## config.mk

```make
export PLATFORM = sky130hd
export DESIGN_NAME = fpu_divsqrt_iter
export DESIGN_NICKNAME = d
export VERILOG_FILES = /design/src/rtl/pa_fpu.sv /design/src/rtl/fpu_divsqrt_step.sv /design/src/rtl/fpu_divsqrt_iter.sv
export SDC_FILE = /design/constraint.sdc
export NUM_CORES = 1
export LEC_CHECK = 0
export BUFFER_PORTS_ARGS = -buffer_cell sky130_fd_sc_hd__buf_2
export CORE_MARGIN = 3
export CORE_UTILIZATION = 45
export DETAILED_ROUTE_END_ITERATION = 12
export GPL_ROUTABILITY_DRIVEN = 0
export PLACE_DENSITY_LB_ADDON = 0.25
export SYNTH_ARGS = -nofsm -noshare
export SYNTH_HDL_FRONTEND = slang
export SYNTH_SLANG_ARGS = --single-unit
```

## constraint.sdc

```tcl
create_clock -name clk -period 6.3 [get_ports clk]
set_input_delay 0.63 -clock clk [delete_from_list [all_inputs] [get_ports clk]]
set_output_delay 0.63 -clock clk [all_outputs]
set_load 0.01 [all_outputs]
```

## src/rtl/pa_fpu.sv

```systemverilog
// Shared FPU package: default mantissa widths and the divide/sqrt engine types.
package pa_fpu;

  localparam int unsigned FPU_MANT_W  = 24;
  localparam int unsigned FPU_GUARD_W = 2;

  typedef enum logic [1:0] {
    ds_idle_st,
    ds_load_st,
    ds_iter_st,
    ds_valid_st
  } e_divsqrt_st;

  typedef enum logic {
    ds_op_div,
    ds_op_sqrt
  } e_divsqrt_op;

endpackage

```

## src/rtl/fpu_divsqrt_step.sv

```systemverilog
// Combinational single-bit restoring trial subtract, shared by divide and square root.
module fpu_divsqrt_step
  import pa_fpu::*;
#(
  parameter int unsigned MANT_W = FPU_MANT_W,
  parameter int unsigned QUO_W  = FPU_MANT_W + FPU_GUARD_W
) (
  input  e_divsqrt_op       i_op,
  input  logic [QUO_W+1:0]  i_rem,
  input  logic [1:0]        i_rad_top,
  input  logic [QUO_W-1:0]  i_root,
  input  logic [MANT_W-1:0] i_divisor,
  output logic              o_bit,
  output logic [QUO_W+1:0]  o_rem
);

  localparam int unsigned REM_W = QUO_W + 2;

  logic [REM_W-1:0] w_pair;
  logic [REM_W-1:0] w_sub;
  logic [REM_W:0]   w_trial;
  logic [REM_W-1:0] w_keep;

  always_comb begin
    w_pair = i_rem;
    w_sub  = {{(REM_W-MANT_W){1'b0}}, i_divisor};
    if (i_op == ds_op_sqrt) begin
      // Bring down the next radicand digit pair; trial subtrahend is 4*root+1.
      w_pair = {i_rem[REM_W-3:0], i_rad_top};
      w_sub  = {i_root, 2'b01};
    end
    w_trial = {1'b0, w_pair} - {1'b0, w_sub};
    o_bit   = ~w_trial[REM_W];
    w_keep  = o_bit ? w_trial[REM_W-1:0] : w_pair;
    o_rem   = (i_op == ds_op_sqrt) ? w_keep : {w_keep[REM_W-2:0], 1'b0};
  end

endmodule

```

## src/rtl/fpu_divsqrt_iter.sv

```systemverilog
// Iterative restoring mantissa divide / square-root engine, one result bit per cycle.
// Optional macro FPU_DIVSQRT_EARLY_TERM_EN: leave iteration once the remainder is exhausted.
module fpu_divsqrt_iter
  import pa_fpu::*;
#(
  parameter int unsigned MANT_W  = FPU_MANT_W,
  parameter int unsigned GUARD_W = FPU_GUARD_W
) (
  input  logic                      clk,
  input  logic                      arst,
  input  logic                      start,
  input  logic                      op_sqrt,
  input  logic                      exp_odd,
  input  logic [MANT_W-1:0]         a,
  input  logic [MANT_W-1:0]         b,
  output logic                      busy,
  output logic                      done,
  input  logic                      ack,
  output logic [MANT_W+GUARD_W-1:0] result,
  output logic                      sticky,
  output logic                      div_zero
);

  localparam int unsigned QUO_W  = MANT_W + GUARD_W;
  localparam int unsigned REM_W  = QUO_W + 2;
  localparam int unsigned RAD_W  = 2 * QUO_W;
  localparam int unsigned RAD_SH = RAD_W - MANT_W - 1;
  localparam int unsigned CNT_W  = $clog2(QUO_W + 1);

  e_divsqrt_st      r_state;
  e_divsqrt_st      w_state_nxt;
  e_divsqrt_op      r_op;
  logic             r_exp_odd;
  logic [MANT_W-1:0] r_a;
  logic [MANT_W-1:0] r_b;
  logic [REM_W-1:0] r_rem;
  logic [RAD_W-1:0] r_rad;
  logic [QUO_W-1:0] r_result;
  logic [CNT_W-1:0] r_cnt;
  logic             r_sticky;
  logic             r_div_zero;

  logic             w_b_zero;
  logic             w_bit;
  logic             w_iter_last;
  logic [REM_W-1:0] w_rem_nxt;
  logic [RAD_W-1:0] w_rad_ext;
  logic [RAD_W-1:0] w_rad_init;
  logic [RAD_W-1:0] w_rad_nxt;
  logic [QUO_W-1:0] w_quo_nxt;

  assign w_b_zero   = (r_op == ds_op_div) && (r_b == '0);
  assign w_rad_ext  = {{(RAD_W-MANT_W){1'b0}}, r_a};
  assign w_rad_init = r_exp_odd ? (w_rad_ext << (RAD_SH + 1)) : (w_rad_ext << RAD_SH);
  assign w_rad_nxt  = {r_rad[RAD_W-3:0], 2'b00};
  assign w_quo_nxt  = {r_result[QUO_W-2:0], w_bit};

`ifdef FPU_DIVSQRT_EARLY_TERM_EN
  logic w_rem_zero;
  // A sqrt is only exact once the unconsumed radicand digits are zero as well.
  assign w_rem_zero  = (w_rem_nxt == '0) && ((r_op == ds_op_div) || (w_rad_nxt == '0));
  assign w_iter_last = (r_cnt == CNT_W'(1)) || w_rem_zero;
`else
  assign w_iter_last = (r_cnt == CNT_W'(1));
`endif

  fpu_divsqrt_step #(
    .MANT_W (MANT_W),
    .QUO_W  (QUO_W)
  ) u_step (
    .i_op      (r_op),
    .i_rem     (r_rem),
    .i_rad_top (r_rad[RAD_W-1 -: 2]),
    .i_root    (r_result),
    .i_divisor (r_b),
    .o_bit     (w_bit),
    .o_rem     (w_rem_nxt)
  );

  always_ff @(posedge clk or posedge arst) begin
    if (arst) begin
      r_state <= ds_idle_st;
    end else begin
      r_state <= w_state_nxt;
    end
  end

  always_comb begin
    w_state_nxt = r_state;
    case (r_state)
      ds_idle_st:  if (start) w_state_nxt = ds_load_st;
      ds_load_st:  w_state_nxt = w_b_zero ? ds_valid_st : ds_iter_st;
      ds_iter_st:  if (w_iter_last) w_state_nxt = ds_valid_st;
      ds_valid_st: if (ack) w_state_nxt = ds_idle_st;
      default:     w_state_nxt = ds_idle_st;
    endcase
  end

  always_ff @(posedge clk or posedge arst) begin
    if (arst) begin
      r_op       <= ds_op_div;
      r_exp_odd  <= 1'b0;
      r_a        <= '0;
      r_b        <= '0;
      r_rem      <= '0;
      r_rad      <= '0;
      r_result   <= '0;
      r_cnt      <= '0;
      r_sticky   <= 1'b0;
      r_div_zero <= 1'b0;
    end else begin
      case (r_state)
        ds_idle_st: begin
          if (start) begin
            r_op      <= op_sqrt ? ds_op_sqrt : ds_op_div;
            r_exp_odd <= exp_odd;
            r_a       <= a;
            r_b       <= b;
          end
        end
        ds_load_st: begin
          r_cnt      <= CNT_W'(QUO_W);
          r_sticky   <= 1'b0;
          r_div_zero <= w_b_zero;
          r_result   <= w_b_zero ? '1 : '0;
          if (r_op == ds_op_div) begin
            r_rem <= {{(REM_W-MANT_W){1'b0}}, r_a};
            r_rad <= '0;
          end else begin
            r_rem <= '0;
            r_rad <= w_rad_init;
          end
        end
        ds_iter_st: begin
          r_rem    <= w_rem_nxt;
          r_rad    <= w_rad_nxt;
          r_cnt    <= r_cnt - CNT_W'(1);
          r_result <= w_quo_nxt;
          if (w_iter_last) r_sticky <= (w_rem_nxt != '0);
`ifdef FPU_DIVSQRT_EARLY_TERM_EN
          if (w_rem_zero) r_result <= w_quo_nxt << (r_cnt - CNT_W'(1));
`endif
        end
        default: ;
      endcase
    end
  end

  assign busy     = (r_state != ds_idle_st);
  assign done     = (r_state == ds_valid_st);
  assign result   = r_result;
  assign sticky   = r_sticky;
  assign div_zero = r_div_zero;

endmodule

```

# Yosys cells after proc, flatten, opt, wreduce, memory -nomap -nowiden
# Index checks and enable logic that the tools add are counted.
[word_totals]
regBits = 165
in_bits = 54
wordCells = 51
[classes]
n_addsub = 2
eq_ne = 7
muxes = 20
n_bitwise = 2
n_reduce_logical = 9
[ops]
columns = ["op", "n"]
rows = [
  ["28-bit 2-to-1 mux", 4],
  ["52-bit 2-to-1 mux", 2],
  ["52-bit case mux with 2 select lines", 1],
  ["28-bit case mux with 2 select lines", 1],
  ["26-bit case mux with 2 select lines", 1],
  ["28-bit by 28-bit subtractor with 29-bit output", 1],
  ["28-bit nonzero test", 1],
  ["26-bit 2-to-1 mux", 1],
  ["24-bit zero test", 1],
  ["24-bit 2-to-1 mux", 1],
  ["5-bit case mux with 2 select lines", 1],
  ["2-bit case mux with 4 select lines", 1],
  ["2-bit 2-to-1 mux", 3],
  ["5-bit by 1-bit == test with 1-bit output (second input constant)", 1],
  ["5-bit by 1-bit subtractor with 5-bit output (second input constant)", 1],
  ["2-bit == test (second input constant)", 2],
  ["2-bit != test (second input constant)", 2],
  ["2-bit AND reduction", 2],
  ["2-bit nonzero test", 2],
  ["1-bit 2-to-1 mux", 3],
  ["3-bit AND reduction", 1],
  ["2-bit by 1-bit == test with 1-bit output (second input constant)", 1],
  ["2-bit zero test", 1],
  ["2-bit by 1-bit != test with 1-bit output (second input constant)", 1],
  ["other kinds (3)", 4],
]

# Longest topological paths before layout
[depth]
ltp_word = 7
mapped_depth = 23
mapped_depth_nobuf = 14

# Cells and area by module
# Synthesis repeated with hierarchy kept, for this count alone.
[unflattened]
cells_unflattened = 918
hier_area_um2 = 8789.7
[by_module_without_submodules]
columns = ["mod", "n_inst", "cells_each", "area_per_inst_um2", "seq_area_each_um2"]
rows = [
  ["fpu_divsqrt_iter", 1, 557, 6083.3, 3453.3],
  ["fpu_divsqrt_step", 1, 361, 2706.3, 0.0],
]

# Least setup slack after synthesis
# Ideal clock, no wire load.
[synth_path]
path_kind = "register to register"
start = "register r_op"
end = "register r_sticky (netlist: sticky)"
setup_ns = 0.124
t_arrival_ns = 6.185
required_time_ns = 6.176
setup_slack_ns = -0.009
stages_incl_launch_ff = 20
period_less_slack_ns = 6.309
path_cell_list = "dfrtp_1 clkbuf_1 clkbuf_1 clkbuf_1 buf_1 clkbuf_1 buf_1 clkbuf_1 mux2i_1 ha_1 a21o_1 a221o_1 a22o_1 o31a_1 o21ai_1 mux2_2 or3_1 a2111o_1 a2111o_1 o31a_1"
[synth_between]
elab_chain_len = 7
word_cells_on_any_way = 8
classes_between = "add/sub (1); mux (6); reduce/logical (1)"
[synth_rtl]
columns = ["item", "line", "text"]
rows = [
  ["from (decl)", "fpu_divsqrt_iter.sv:32", "e_divsqrt_op r_op;"],
  ["from (signal assigned)", "fpu_divsqrt_iter.sv:101", "r_op <= ds_op_div;"],
  ["from (signal assigned)", "fpu_divsqrt_iter.sv:115", "r_op <= op_sqrt ? ds_op_sqrt : ds_op_div;"],
  ["28-bit 2-to-1 mux", "fpu_divsqrt_step.sv:27", "if (i_op == ds_op_sqrt) begin"],
  ["28-bit by 28-bit subtractor with 29-bit output", "fpu_divsqrt_step.sv:32", "w_trial = {1'b0, w_pair} - {1'b0, w_sub};"],
  ["28-bit 2-to-1 mux", "fpu_divsqrt_step.sv:34", "w_keep = o_bit ? w_trial[REM_W-1:0] : w_pair;"],
  ["28-bit 2-to-1 mux (*)", "fpu_divsqrt_step.sv:35", "o_rem = (i_op == ds_op_sqrt) ? w_keep : {w_keep[REM_W-2:0], 1'b0};"],
  ["28-bit nonzero test (*)", "fpu_divsqrt_iter.sv:139", "if (w_iter_last) r_sticky <= (w_rem_nxt != '0);"],
  ["1-bit 2-to-1 mux (*)", "fpu_divsqrt_iter.sv:139", ""],
  ["1-bit case mux with 2 select lines (*)", "fpu_divsqrt_iter.sv:112", "case (r_state)"],
  ["to (signal assigned)", "fpu_divsqrt_iter.sv:139", ""],
  ["to (decl)", "fpu_divsqrt_iter.sv:40", "logic r_sticky;"],
]
# Mark *: on every way between the ends. The rest lies on a longest branch, timed or not. The select of a mux whose other input is x is not followed.
# A chain may end at the register's enable or synchronous reset.

# Final worst setup path
# Same ends and word-level chain as after synthesis.

==> impl_metrics.tcl <==
set metrics [dict create \
    run_status "complete, no violations" \
    setup_viol 0 \
    drt_iter0_drc 762 \
    cts.repair.resized 0 \
    die-area_um2 21300 \
    cts_made_buffers 17 \
    ios 84 \
    synthArstFlopShare_pct 100 \
    fin_crit_ps 5120 \
    period_share_pct 81.3 \
    clkSinkCount 138 \
    row_count 50 \
    core_um2 19000 \
    avgSynthCellArea_um2 9.50 \
    drt-total-wl_um 23900 \
    yosysTopAreaCellShare_pct 39.2 \
    cts_tree "built" \
    via_per_inst 5.92 \
    synth_cells 927 \
    startpoint_type "flip-flop" \
    worstSkewPairLatency_ps 430 \
    hpwl_um 17000 \
    rr_startpoint "r_op" \
    synth_top_area_cell "dfrtp_1" \
    grt_pass1_vias 7070 \
    drive_above_1_share_pct 22.6 \
    synth_compound_area_share_pct 19.4 \
    syn_nets 1017 \
    grt_usage_pct 22.3 \
    ant_nets 0 \
    slew_headroom_pct 33.5 \
    cp-end-kind "flip-flop" \
    ys_ff_latch 138 \
    area_growth_pct 14.2 \
    synthSimpleGateAreaFrac_pct 12.3 \
    cap_violations 0 \
    drc 0 \
    antenna_found_initial 0 \
    synthTopCellsByArea "dfrtp_1 (39%), mux2_2 (9.3%), a21oi_1 (6.2%), mux2i_1 (5.5%), ha_1 (5.0%)" \
    rsz0062_at_grt "no" \
    die_h_um 146 \
    multi_input_area_um2 5030 \
    synth-seq-area-share_pct 39.2 \
    r2r_end "sticky" \
    reg2reg_depth 14 \
    postCtsHoldBufs 0 \
    via_count 7420 \
    chipWidth_um 146 \
    synthXorXnorAreaFrac_pct 2.49 \
    grt_overflow_total 0 \
    firstDrtPassIters 5 \
    synth_edf_count 0 \
    diodes 0 \
    ys_warn_count 0 \
    fill_cells 1763 \
    synth_fa_ha_area_share_pct 5.20 \
    clk_pin_slew_ps 60 \
    place_area_um2 9440 \
    crit_fanout 60 \
    start_util_pct 46.5 \
    synthMuxAreaShare_pct 17.6 \
    io_buffers 83 \
    crit_arrival_ps 5420 \
    hold_path.class "in2async" \
    synth-main-ff-cell "dfrtp_1" \
    ys_types 64 \
    finClkSkew_ps 14.6 \
    grt_start_max_net_pins 86 \
    final_nets 1071 \
    cts_buffer_depth 2 \
    root_buffer "clkbuf_16" \
    drv_slew 0 \
    tightest_slew_ps 995 \
    critPathKind "reg2reg" \
    syn_area_um2 8810 \
    postCtsSetupRepairBufs 0 \
    synth_top_family_by_area "compound AO/OA/AOI/OAI gates" \
    htreeDepth 4 \
    setup_tns_ps 0 \
    regArea_um2 3460 \
    regToRegSetupSlack_ps 1180 \
    timing.fmax_ghz 0.195 \
    wl_per_cell_um 19.1 \
    hold_violations 0 \
    worstPathRequired_ps 6600 \
    design_area_um2 10100 \
    grt_pass1_wl_um 38600 \
]
-- final cells by class --
class / count / share of cell area (%)
clock buffer: 20 / 4.54
tap: 260 / 3.23
inverter: 29 / 1.13
sequential: 138 / 34.4
multi-input combinational: 699 / 50.0
clock inverter: 12 / 1.60
timing repair buffer: 96 / 5.10
-- per-layer routing --
| metal | GRT usage (%) | part of all wire, % | vias up |
|---|---|---|---|
| met2 | 34.1 | 46 | 231 |
| met1 | 32.5 | 47 | 3627 |
| met4 | 6.74 | 2.1 | 0 |
| li1 | - | - | 3521 |
| met3 | 4.08 | 4.9 | 41 |
| met5 | 0 | 0 | - |
-- Yosys cell counts (6+ instances only) --
cell type and instances:
nand2_1 60, a21o_1 7, ha_1 35, o21a_1 6
nand2b_1 9, clkbuf_1 46, buf_1 15, mux2_2 73
a221oi_1 7, nor4_1 11, o211ai_1 7, or3_1 6
a21oi_1 110, dfrtp_1 138, nand3_1 12, nand4_1 7
nor2_1 109, xnor2_1 14, xor2_1 11, inv_1 26
and3_1 6, o21ai_0 44, a221o_1 25, mux4_2 11
nor3_1 8, mux2i_1 48
-- logic make-up after synthesis --
logic type,Yosys count
fa+ha+maj,36
mux,132
compound gates,263
flops,138
buf+inv,90
simple gates,243
xor+xnor,25
-- stage by stage --
| stage | instances | setup slack (ps) | hold slack, ps | utilization, % |
|---|---|---|---|---|
| floorplan | 927 | 172 | 456 | - |
| global placement | 1222 | 1330 | 479 | 49.8 |
| detailed placement | 1222 | 1270 | 487 | 49.8 |
| CTS | 1254 | 1240 | 388 | 53.1 |
| global route | 1254 | 952 | 414 | 53.1 |
| finish | 1254 | 1180 | 356 | 53.1 |
-- sequential cells by signal, summed over array words and instances, names as in the netlist, 2 cells and up --
signal	flops
r_a	24
r_cnt	5
r_b	24
r_rem	28
r_rad	25
r_state	2
result	26
-- critical path, stage by stage, from the launching register on --
cell and delay (ps):
dfrtp_4 920, mux2i_1 320, ha_1 200, inv_1 60, fa_1 400, a21o_1 210
a221o_1 410, a22o_1 230, o31a_1 290, o21a_1 430, buf_4 310, mux4_2 310
nor4_1 400, nand4_1 150, o31a_1 330
-- how the worst max path moves through the flow --
stage                     from  cells past startpoint      to
after global placement    r_op                     14  sticky
after floorplan           r_op                     19  sticky
after global routing      r_op                     14  sticky
after CTS                 r_op                     14  sticky
after detailed placement  r_op                     14  sticky
final                     r_op                     14  sticky
-- cells in the final DEF, fill, tap and decap left out, drive strengths merged, types with 7 or more instances in the layout --
cell type  count
o211ai         7
mux4          11
ha            35
nand2         60
mux2          73
clkbuf        20
a221o         25
nand2b         9
xnor2         14
xor2          11
nor2         109
a21oi        110
nand4          7
a221oi         7
a21o           7
buf           96
mux2i         48
dfrtp        138
clkinv         8
nand3         12
nor3           8
o21ai         45
inv           30
nor4          11
Power is not shown: default switching activity piles up to over one toggle a cycle in this logic, so the estimate is an artifact.
